`config.mk`:
```
export PLATFORM = sky130hd
export DESIGN_NAME = usr_serdes_ctrl
export DESIGN_NICKNAME = d
export VERILOG_FILES = /design/src/rtl/usr_serdes_ctrl.sv
export SDC_FILE = /design/constraint.sdc
export NUM_CORES = 1
export LEC_CHECK = 0
export ABC_AREA = 1
export BUFFER_PORTS_ARGS = -buffer_cell sky130_fd_sc_hd__buf_2
export CAP_MARGIN = 20
export CORE_AREA = 10 10 51 53
export CTS_CLUSTER_DIAMETER = 120
export DETAILED_ROUTE_END_ITERATION = 10
export DIE_AREA = 0 0 61 63
export PLACE_DENSITY = 0.71
export SLEW_MARGIN = 0
export SYNTH_ARGS = -nofsm -noshare
export SYNTH_HDL_FRONTEND = slang
export SYNTH_SLANG_ARGS = --single-unit
```
`constraint.sdc`:
```
create_clock -name clk -period 1.3 [get_ports clk]
set_clock_uncertainty 0.1 [all_clocks]
set_input_delay 0.13 -clock clk [delete_from_list [all_inputs] [get_ports clk]]
set_output_delay 0.13 -clock clk [all_outputs]
set_load 0.02 [all_outputs]
```
`src/rtl/usr_serdes_ctrl.sv`:
```
// usr_serdes_ctrl: sequences an external universal shift register as a shared
// serializer (TX, MSB first) and deserializer (RX, MSB first). The controller
// only drives sel/PI/SI and observes PO; the data itself lives in the register.
module usr_serdes_ctrl #(
    parameter int WIDTH = 4
) (
    input  logic             clk,
    input  logic             rst,
    input  logic             tx_valid,
    output logic             tx_ready,
    input  logic [WIDTH-1:0] tx_data,
    output logic             ser_out,
    output logic             ser_out_valid,
    input  logic             ser_out_ready,
    input  logic             ser_in,
    input  logic             ser_in_valid,
    output logic             ser_in_ready,
    output logic [WIDTH-1:0] rx_data,
    output logic             rx_valid,
    output logic [1:0]       usr_sel,
    output logic [WIDTH-1:0] usr_pi,
    output logic             usr_si,
    input  logic [WIDTH-1:0] usr_po,
    output logic             busy
);

    localparam int CW = $clog2(WIDTH + 1);
    localparam logic [CW-1:0] LAST = CW'(WIDTH - 1);

    localparam logic [1:0] SEL_HOLD = 2'b00;
    localparam logic [1:0] SEL_SHL  = 2'b01;
    localparam logic [1:0] SEL_LOAD = 2'b11;

    typedef enum logic [1:0] {
        IDLE,
        TX_SHIFT,
        RX_SHIFT,
        RX_DONE
    } state_t;

    state_t          state_q, state_d;
    logic [CW-1:0]   cnt_q, cnt_d;

    // Data paths are pure wiring: the register holds the word in both directions.
    assign usr_pi  = tx_data;
    assign usr_si  = ser_in;
    assign rx_data = usr_po;
    assign ser_out = usr_po[WIDTH-1];

    // State and accepted-bit counter.
    always_ff @(posedge clk) begin
        if (rst) begin
            state_q <= IDLE;
            cnt_q   <= '0;
        end else begin
            state_q <= state_d;
            cnt_q   <= cnt_d;
        end
    end

    // Next-state and control outputs; reset masks every control output.
    always_comb begin
        state_d       = state_q;
        cnt_d         = cnt_q;
        usr_sel       = SEL_HOLD;
        tx_ready      = 1'b0;
        ser_in_ready  = 1'b0;
        ser_out_valid = 1'b0;
        rx_valid      = 1'b0;
        busy          = (state_q != IDLE);

        case (state_q)
            IDLE: begin
                tx_ready     = 1'b1;
                // TX wins a tie; the offered RX bit simply waits.
                ser_in_ready = !tx_valid;
                if (tx_valid) begin
                    usr_sel = SEL_LOAD;
                    cnt_d   = '0;
                    state_d = TX_SHIFT;
                end else if (ser_in_valid) begin
                    usr_sel = SEL_SHL;
                    cnt_d   = CW'(1);
                    state_d = (WIDTH == 1) ? RX_DONE : RX_SHIFT;
                end
            end
            TX_SHIFT: begin
                ser_out_valid = 1'b1;
                // Without ready the register holds, so ser_out stays stable.
                if (ser_out_ready) begin
                    usr_sel = SEL_SHL;
                    cnt_d   = cnt_q + CW'(1);
                    if (cnt_q == LAST) begin
                        state_d = IDLE;
                    end
                end
            end
            RX_SHIFT: begin
                ser_in_ready = 1'b1;
                if (ser_in_valid) begin
                    usr_sel = SEL_SHL;
                    cnt_d   = cnt_q + CW'(1);
                    if (cnt_q == LAST) begin
                        state_d = RX_DONE;
                    end
                end
            end
            RX_DONE: begin
                rx_valid = 1'b1;
                state_d  = IDLE;
            end
            default: begin
                state_d = IDLE;
            end
        endcase

        if (rst) begin
            usr_sel       = SEL_HOLD;
            tx_ready      = 1'b0;
            ser_in_ready  = 1'b0;
            ser_out_valid = 1'b0;
            rx_valid      = 1'b0;
            busy          = 1'b0;
        end
    end

endmodule

```
==> run summary <==
The kind of start point of the critical path is a register. Setup repair after global routing could not meet its margin everywhere. The transition time at the pin with the least slew margin is 0.287 ns. The total count of hold-check failures in the final report was 0. The sequential-to-total area share from yosys stat is 16.3%.

The number of placement rows is 15. The detailed router used layers up to and including met4. Relative to the synthesized area, the layout overhead comes to 61.1%.

The via density per instance came out at 4.66. The required time reported for the critical path endpoint is 1.07 ns. The sum of negative setup slack is -2.22 ns.

The cts-stage hold buffer count came out at 0. The via count is 615. The wire length the detailed router placed on met1 is 515 um. TritonCTS built the clock tree.

The count of flip-flops with a built-in enable after synthesis is 0. The initial antenna violation count is 0. The detailed-routing iteration count for the pre-antenna-repair pass came out at 4. The worst slew margin relative to its limit is 80.9%. The checks that failed: setup timing.

The end point of the most critical hold path is usr_pi[3]. IR analysis of the VDD net gives a maximum drop of 1.10 mV. The post-layout worst setup margin is -0.298 ns. The worst hold slack across all endpoints is 0.160 ns. The final RePlAce weighted congestion is 0.800. The largest net degree at the start of global routing is 8. The portion of the clock cycle consumed by the worst path in the final layout is 123%. Leaving out fill and tap cells, the most frequent cells in the layout are nand2_1, buf_4, nor2_1, buf_6, inv_1. In this run the count of I/O pins placed on the die edge is 31. Synthesis produced a netlist whose cell count is 94.

The register-to-register setup slack came out at -0.24 ns. Among all flip-flop cells after synthesis, the most frequent one is dfxtp_1. The worst hold path stage count came out at 0. During placement, the flow inserted port buffers numbering 11. The count of maximum capacitance violations came out at 0. The H-tree depth reported by CTS is 1. The startpoint-to-endpoint class of the critical path is reg -> out. The power density of the placed cells is 2620 nW/um^2.

The top cell family by delay on the critical path is buffers and inverters. The core region is 1650 um^2. The global-route congestion overflow total came out at 0. Leaving out fill and tap cells, the most frequent cell in the layout is nand2_1. In this run the most critical hold path is launched from tx_data[3]. The critical path goes through buf_4 > ha_4 > buf_4 > nor3_4 > buf_6. The count of nets left with antenna violations after detail routing came out at 0.

Detailed routing placed a total of 852 um of wire on met2. For this block, the routed nets add up to 1.54 mm of wire. The number of instances in the placed design came out at 122.

The synthesized area divided by synthesized cell count came out at 6.54 um^2. The horizontal die dimension is 61 um. The net count of the mapped netlist came out at 117. The number of global-route vias before repair was 610. The final period demand of the worst path is 1.60 ns. The slowest stage of the critical path belongs to the cell dfxtp_4. The flow ran to the end, but the final reports show violations.

The largest single stage delay on the critical path is 0.36 ns. The Yosys step of the flow raised 0 warnings. The post-route total power came out at 2.59 mW. The count of cell types in the netlist came out at 18. The clock sink total is 5.

The die is 63 um tall. The starting density of the core came out at 37.2%. The setup slack after placement came out at -0.125 ns.

Counting the buffers created by CTS gives 3. The async set-reset flop share out of synthesis came out at 0%. The arrival time at the worst endpoint is 1.37 ns. The post-DP HPWL is 1.15 mm.

The number of cells in the finished layout apart from fillers is 132. The register bit total from synthesis is 5. The type of destination of the critical path is an output port. The number of cells on the worst reg-to-reg path is 10.

The count of routing violations after the opening detailed-route iteration came out at 7. The max-slew violation count came out at 0. The worst register-to-register path begins at state_q[0]$_SDFFE_PP0P_.

The met3 routed wirelength came out at 164 um. Together, buffers and inverters on the worst path number 3. Setup violations remaining at the end of the flow were counted as 12. Global routing used 8.08% of the available tracks across all layers. The reported leakage power came out at 0.483 nW.

The highest net fanout along the worst path came out at 3. The die covers 3840 um^2. The sequential cell area in the final layout is 108 um^2. The antenna diode count is 0. The footprint of the multi-input gates is 528 um^2. The terminus of the critical flop-to-flop path is cnt_q[2]$_SDFFE_PP0P_.

The buffer type at the clock tree root is clkbuf_4. The post-route DRC violation count came out at 0. For this run, the post-layout net count is 139.

The worst-skew pair later-pin latency is 0.24 ns. The ratio of cells with drive above 1 in the final layout came out at 60.0%. The post-synthesis instance area came out at 614 um^2. The average wire per standard cell is 11.7 um. The buffer levels on the longest clock path is 2. The number of filler instances in the final layout is 157. Counting stages on the worst path, the most repeated cell is buf_4.

Clock-pin slew was measured on the worst setup and hold paths at 0.04 ns. The type of the most critical hold path is in -> out. The maximum clock frequency came out at 626 MHz. The wire length of the first global-routing pass is 2.52 mm.
-- registers in the layout, indices dropped and copies added, names as in the netlist --
signal / flops
cnt_q: 3
state_q: 2
-- Yosys cell counts, types with 2 or more instances --
| library cell | n | area [um^2] |
|---|---|---|
| inv_2 | 2 | 7.51 |
| inv_1 | 15 | 56.3 |
| nand2_1 | 17 | 63.8 |
| nand3_1 | 2 | 10.0 |
| nand2_4 | 2 | 22.5 |
| dfxtp_1 | 5 | 100 |
| o21ai_0 | 3 | 15.0 |
| nor2_1 | 18 | 67.6 |
| nor3_1 | 2 | 10.0 |
| buf_4 | 10 | 75.1 |
| a21oi_1 | 3 | 15.0 |
| ha_1 | 9 | 113 |
-- kinds of logic after synthesis --
group | count (synthesis) | synth area share (%)
AOI/OAI and AO/OA | 7 | 6.11
adders and majority gates | 9 | 18.3
DFF | 5 | 16.3
and+or+nand+nor | 46 | 36.7
buffers and inverters | 27 | 22.6
-- power by group --
part | switching [mW] | internal [mW] | leakage [nW] | total, mW
clock | 0.0592 | 0.116 | 0.0150 | 0.175
sequential | 0.0915 | 0.246 | 0.0426 | 0.338
combinational | 1.04 | 1.03 | 0.426 | 2.08
total | 1.20 | 1.40 | 0.483 | 2.59
-- final cells by class --
class	count	share of cell area, %
multi-input cells	62	53.4
flip-flops and latches	5	10.9
inverters	17	7.71
repair buffers	27	23.3
clock buffers	4	2.65
well taps	17	2.15
-- layer usage --
| layer | GRT usage (%) | up-vias |
|---|---|---|
| met5 | 0 | - |
| met2 | 14.8 | 23 |
| met1 | 7.91 | 275 |
| met4 | 2.75 | 0 |
| met3 | 2.64 | 4 |
| li1 | - | 313 |
-- timing repair --
action,4_1_cts,5_1_grt
setup endpoints to repair,12,12
pin swaps,13,7
setup buffers,7,1
resized for setup,53,4
-- stage by stage --
step | area (um^2) | utilization (%)
after floorplan | 648 | -
after global placement | 724 | 43.9
after detailed placement | 724 | 43.9
after CTS | 972 | 58.9
after global routing | 990 | 59.9
final | 990 | 59.9
-- worst max path at each step --
stage          cells after the start  slack, ns                     from                       to
4_1_cts                            5      -0.29  state_q[1]$_SDFFE_PP0P_               usr_sel[0]
2_1_floorplan                      6      0.006  state_q[1]$_SDFFE_PP0P_               usr_sel[0]
5_1_grt                            7      -0.35  state_q[0]$_SDFFE_PP0P_               usr_sel[0]
3_3_place_gp                       7      -0.09  state_q[0]$_SDFFE_PP0P_               usr_sel[0]
6_report                           5      -0.30  state_q[1]$_SDFFE_PP0P_               usr_sel[0]
3_5_place_dp                      10      -0.12  state_q[0]$_SDFFE_PP0P_  state_q[1]$_SDFFE_PP0P_
-- worst reg2reg max path, stage by stage (launching register included) --
cell	delay (ns)
dfxtp_4	0.39
inv_6	0.05
ha_4	0.17
buf_4	0.13
buf_4	0.13
nand3_4	0.09
nand2_4	0.05
nor2_4	0.15
nand2_1	0.08
nand2_1	0.05
nor2_1	0.04
Note: power is estimated with default switching activity, not from simulation.
